$ cat src/rtl/sr_latch_sync.sv
// Bank of independent synchronous SR flip-flops with a selectable policy for
// simultaneous set/reset, sticky per-cell conflict flags and change pulses.
module sr_latch_sync #(
  parameter int               WIDTH         = 1,
  parameter int               CONFLICT_MODE = 0,
  parameter logic [WIDTH-1:0] RESET_VALUE   = '0
) (
  input  logic             clk,
  input  logic             reset,
  input  logic [WIDTH-1:0] s,
  input  logic [WIDTH-1:0] r,
  output logic [WIDTH-1:0] q,
  output logic [WIDTH-1:0] q_n,
  output logic [WIDTH-1:0] conflict,
  input  logic             conflict_clr,
  output logic [WIDTH-1:0] changed
);

  logic [WIDTH-1:0] q_reg;
  logic [WIDTH-1:0] q_next;
  logic [WIDTH-1:0] conflict_reg;
  logic [WIDTH-1:0] conflict_next;
  logic [WIDTH-1:0] changed_reg;
  logic [WIDTH-1:0] changed_next;
  logic [WIDTH-1:0] both_value;

  // Value a cell takes when set and clear arrive together; unknown modes hold.
  generate
    if (CONFLICT_MODE == 1) begin : g_set_wins
      assign both_value = '1;
    end else if (CONFLICT_MODE == 2) begin : g_reset_wins
      assign both_value = '0;
    end else if (CONFLICT_MODE == 3) begin : g_toggle
      assign both_value = ~q_reg;
    end else begin : g_hold
      assign both_value = q_reg;
    end
  endgenerate

  genvar gi;
  generate
    for (gi = 0; gi < WIDTH; gi++) begin : g_cell
      assign q_next[gi] = (s[gi] && r[gi])  ? both_value[gi] :
                          s[gi]             ? 1'b1 :
                          r[gi]             ? 1'b0 :
                                              q_reg[gi];
    end
  endgenerate

  // A fresh conflict outranks a clear arriving on the same edge.
  assign conflict_next = (conflict_reg & ~{WIDTH{conflict_clr}}) | (s & r);
  assign changed_next  = q_next ^ q_reg;

  always_ff @(posedge clk) begin
    if (reset) begin
      q_reg        <= RESET_VALUE;
      conflict_reg <= '0;
      changed_reg  <= '0;
    end else begin
      q_reg        <= q_next;
      conflict_reg <= conflict_next;
      changed_reg  <= changed_next;
    end
  end

  assign q        = q_reg;
  assign q_n      = ~q_reg;
  assign conflict = conflict_reg;
  assign changed  = changed_reg;

endmodule

$ cat config.mk
export PLATFORM = sky130hd
export DESIGN_NAME = sr_latch_sync
export DESIGN_NICKNAME = d
export VERILOG_FILES = /design/src/rtl/sr_latch_sync.sv
export SDC_FILE = /design/constraint.sdc
export NUM_CORES = 1
export LEC_CHECK = 0
export ABC_AREA = 1
export CORE_AREA = 2 2 39 41
export CTS_BUF_LIST = sky130_fd_sc_hd__clkbuf_8
export CTS_CLUSTER_DIAMETER = 150
export DETAILED_ROUTE_END_ITERATION = 12
export DIE_AREA = 0 0 41 43
export SLEW_MARGIN = 20
export SYNTH_ARGS = -nofsm -noshare
export SYNTH_HDL_FRONTEND = slang
export SYNTH_SLANG_ARGS = --single-unit
$ cat constraint.sdc
create_clock -name clk -period 0.8 [get_ports clk]
set_input_delay 0.16 -clock clk [delete_from_list [all_inputs] [get_ports clk]]
set_output_delay 0.16 -clock clk [all_outputs]
set_load 0.1 [all_outputs]
After elaboration in Yosys (flattened, before gate mapping):

Index checks and enable logic that the tools add are counted.

* bits in registers: 3
* bits of input ports: 5
* output and inout port bits: 4
* logic and storage cells: 13

* muxes and demuxes: 3
* bitwise gates (word level): 6
* reduce and logical (&&, ||, !) cells: 1

Operators by type and width (number)
* $mux W1: 3
* $and A1 B1 Y1: 2
* $not A1 Y1: 2
* $logic_and A1 B1 Y1: 1
* $or A1 B1 Y1: 1
* $xor A1 B1 Y1: 1

Longest topological paths before layout:

* word-level depth: 4
* gate-level depth with buffers: 5
* mapped depth without buffers: 5

Least setup slack after synthesis:

Ideal clock, no wire load.

* path type: reg-to-reg
* start: register q_reg, in the netlist q
* end: register changed_reg, in the netlist changed
* setup time: 0.064 ns
* arrival time: 1.712 ns
* required time: 0.736 ns
* slack: -0.977 ns
* stages on the path, launching flop included: 5
* path buffers: 0
* period minus slack after synthesis: 1.777 ns
* path through: dfxtp_1 > inv_2 > nand2_1 > nand2_1 > nor2_1

* word-level cells in the longest chain between the ends: 4

RTL lines
* start, declared: RTL line 19 `logic [WIDTH-1:0] q_reg;`
* start signal, assigned: RTL line 60 `q_reg <= q_next;`
* $mux W1: RTL line 45 `r[gi] ? 1'b0 :`
* $mux W1: RTL line 44 `s[gi] ? 1'b1 :`
* $mux W1: RTL line 43 `assign q_next[gi] = (s[gi] && r[gi]) ? both_value[gi] :`
* $xor A1 B1 Y1 (*): RTL line 52 `assign changed_next = q_next ^ q_reg;`
* end signal, assigned: RTL line 62 `changed_reg <= changed_next;`
* end, declared: RTL line 23 `logic [WIDTH-1:0] changed_reg;`

Every way passes the cells marked *; elsewhere a longest branch is shown, timed or not.
A chain may end at the register's enable or synchronous reset.

Final worst setup path:

* start: register q_reg, in the netlist q
* end: output q_n

* word-level cells in the longest chain between the ends: 1

RTL lines
* $not A1 Y1: RTL line 67 `assign q_n = ~q_reg;`
* end, declared: RTL line 13 `output logic [WIDTH-1:0] q_n,`

No other way between the ends.

==> impl_metrics.py <==
metrics = {
    "run_status": {
        "violations": "setup timing",
        "outcome": "complete, but fails checks",
    },
    "finish": {
        "final_area_sq_um": 345,
        "syn_to_final_growth_pct": 197,
        "nFillCells": 155,
        "layout-drive-gt1-share_pct": 60.0,
        "mostFrequentLayoutCell": "buf_12",
        "fin_nets": 36,
        "layout_common_cells": "buf_12 (4), nor2_2 (3), nand2_1 (3), inv_1 (3), clkbuf_8 (3)",
        "utilization_pct": 25.0,
        "diodes": 0,
    },
    "worst_hold_path": {
        "hold_class": "primary input to flop",
        "hold_end": "conflict",
        "worstHoldStart": "r",
        "hold_depth": 3,
    },
    "yosys": {
        "synth_cells": 17,
        "yosysSeqAreaShare_pct": 51.6,
        "synth_area_sq_um": 116,
        "yosysWarnings": 0,
        "synth_nets": 22,
        "ys_ff_latch": 3,
        "avgSynthCellArea_sq_um": 6.84,
        "synth_cell_types": 7,
    },
    "cts": {
        "htreeDepth": 1,
        "clk_pin_slew_ns": 0.03,
        "cts_tree": "yes",
        "cts_root_buf": "clkbuf_8",
        "cts_made_buffers": 3,
        "clock-sinks": 3,
        "clk_latency_ns": 0.21,
        "cts_buffer_depth": 2,
    },
    "placed_design": {
        "dp_slack_ns": -0.232,
        "numPortBuffers": 8,
        "place_congestion": 0.535,
        "post-dp-hpwl_microns": 236,
        "dpl-instance-area_sq_um": 278,
    },
    "floorplan": {
        "die-area_sq_um": 1760,
        "core_area_sq_um": 1380,
        "fp.dieH_microns": 43,
        "io_pins": 9,
        "num_rows": 14,
        "die_x_microns": 41,
        "start_util_pct": 8.41,
    },
    "pwr": {
        "leakage_nw": 0.171,
        "clkPwrFrac_pct": 53.4,
        "peakVddDrop_v": 0.000396,
        "pwr-share-comb_pct": 24.6,
        "switching_power_uw": 220,
        "switching_share_pct": 28.2,
        "p_int_uw": 561,
        "seq_power_share_pct": 22.0,
        "powerDensity_nw_per_um2": 2260,
    },
    "critical_path": {
        "path_cells": "inv_12 -> buf_12",
        "start_kind": "flop",
        "r2r_slack_ns": -0.04,
        "r2r-start": "q",
        "cp.required_ns": 0.64,
        "critPathCaptureType": "primary output",
        "crit_buf_inv": 2,
        "arrival_ns": 0.80,
        "reg2reg_to": "changed",
        "crit_slowest_cell": "dfxtp_4",
        "criticalPathCategory": "flop to primary output",
        "max_stage_delay_ns": 0.39,
        "path_delay_family": "flip-flops",
        "rr_worst_depth": 5,
        "critPathMaxFanout": 2,
    },
    "global_route": {
        "grt.total_usage_pct": 4.41,
        "antenna_found_initial": 0,
        "grt_pass1_wl_microns": 455,
        "first_global_vias": 166,
        "grt_max_degree": 4,
        "grt-ovfl-total": 0,
    },
    "drt": {
        "drc": 0,
        "first_iter_violations": 2,
        "wl_microns": 308,
        "ant_nets": 0,
        "dr.pass1.iters": 3,
        "vias_per_cell": 3.04,
        "wl_per_cell_microns": 6.70,
        "vias": 140,
    },
    "sta": {
        "skew_ns": 0.000568,
        "rsz0062_at_grt": "true",
        "slew_headroom_pct": 91.2,
        "setup_viol": 6,
        "setup_ws_ns": -0.157,
        "fmax_mhz": 1050,
        "hold_viol_final": 0,
        "worst_pin_slew_ns": 0.132,
        "final.min_clock_period_ns": 0.957,
        "whs_ns": 0.264,
        "maxSlewViolCount": 0,
        "post-route-period-util_pct": 120,
    },
    "run": {
        "max_cap_viol_count": 0,
    },
}
[kinds of logic (layout without fill, tap and decap cells)]
kind of cell	after synthesis	count (layout)	share of synthesized area [%]
and+or+nand+nor	9	9	31.2
buffers and inverters	4	17	12.9
DFF	3	3	51.6
AOI/OAI and AO/OA	1	1	4.30
[per-layer routing]
layer	GRT usage, %	up-vias	wire [microns]
li1	-	73	-
met1	0.958	62	82
met2	9.06	5	209
met3	0	0	16
met4	8.00	0	0
met5	0	-	0
[how the worst max path moves through the flow]
stage | startpoint | endpoint | slack (ns) | depth (start not counted)
global placement | r | changed | -0.21 | 6
detailed placement | r | changed | -0.23 | 5
finish | q | q_n | -0.16 | 2
floorplan | q | q | -0.16 | 4
global route | q | q_n | -0.17 | 2
CTS | q | q_n | -0.16 | 2
[power groups by stage]
stage | Combinational, mW | Clock (mW) | Sequential [mW]
floorplan | 0.0423 | 0 | 0.234
global placement | 0.181 | 0 | 0.173
detailed placement | 0.182 | 0 | 0.175
CTS | 0.197 | 0.430 | 0.173
global route | 0.201 | 0.438 | 0.172
finish | 0.192 | 0.417 | 0.172
[tightest hold or removal path, cell delays in order]
cell and delay [ns]:
dlymetal6s2s_1 0.14, nand2_1 0.07, a21oi_1 0.06
[final cells by class]
cell class | instances | area (sq um) | share of cell area (%)
clock buffer | 3 | 41.3 | 12.0
clock inverter | 1 | 3.75 | 1.09
inverter | 4 | 27.5 | 7.97
multi-input combinational | 10 | 51.3 | 14.9
sequential | 3 | 68.8 | 19.9
tap | 16 | 20.0 | 5.80
timing repair buffer | 9 | 133 | 38.4
[metrics by stage]
step	TNS [ns]	total power, mW	std cells
5_1_grt	-0.635	0.812	46
3_3_place_gp	-0.548	0.354	41
6_report	-0.518	0.781	46
2_1_floorplan	-0.350	0.277	17
4_1_cts	-0.756	0.800	47
3_5_place_dp	-0.645	0.357	41
[cell usage after synthesis]
cell	number	area share [%]
inv_1	3	9.7
inv_2	1	3.2
nor2_1	3	9.7
dfxtp_1	3	52
nor2_2	1	5.4
a21oi_1	1	4.3
nand2_1	5	16
[what timing repair did]
action | in CTS | in global routing
setup buffers | 2 | 0
pin swaps | 1 | 4
hold buffers | 0 | 0
setup endpoints to repair | 6 | 7
resized for setup | 3 | 5
No activity file was read; power rests on OpenSTA's default activity.
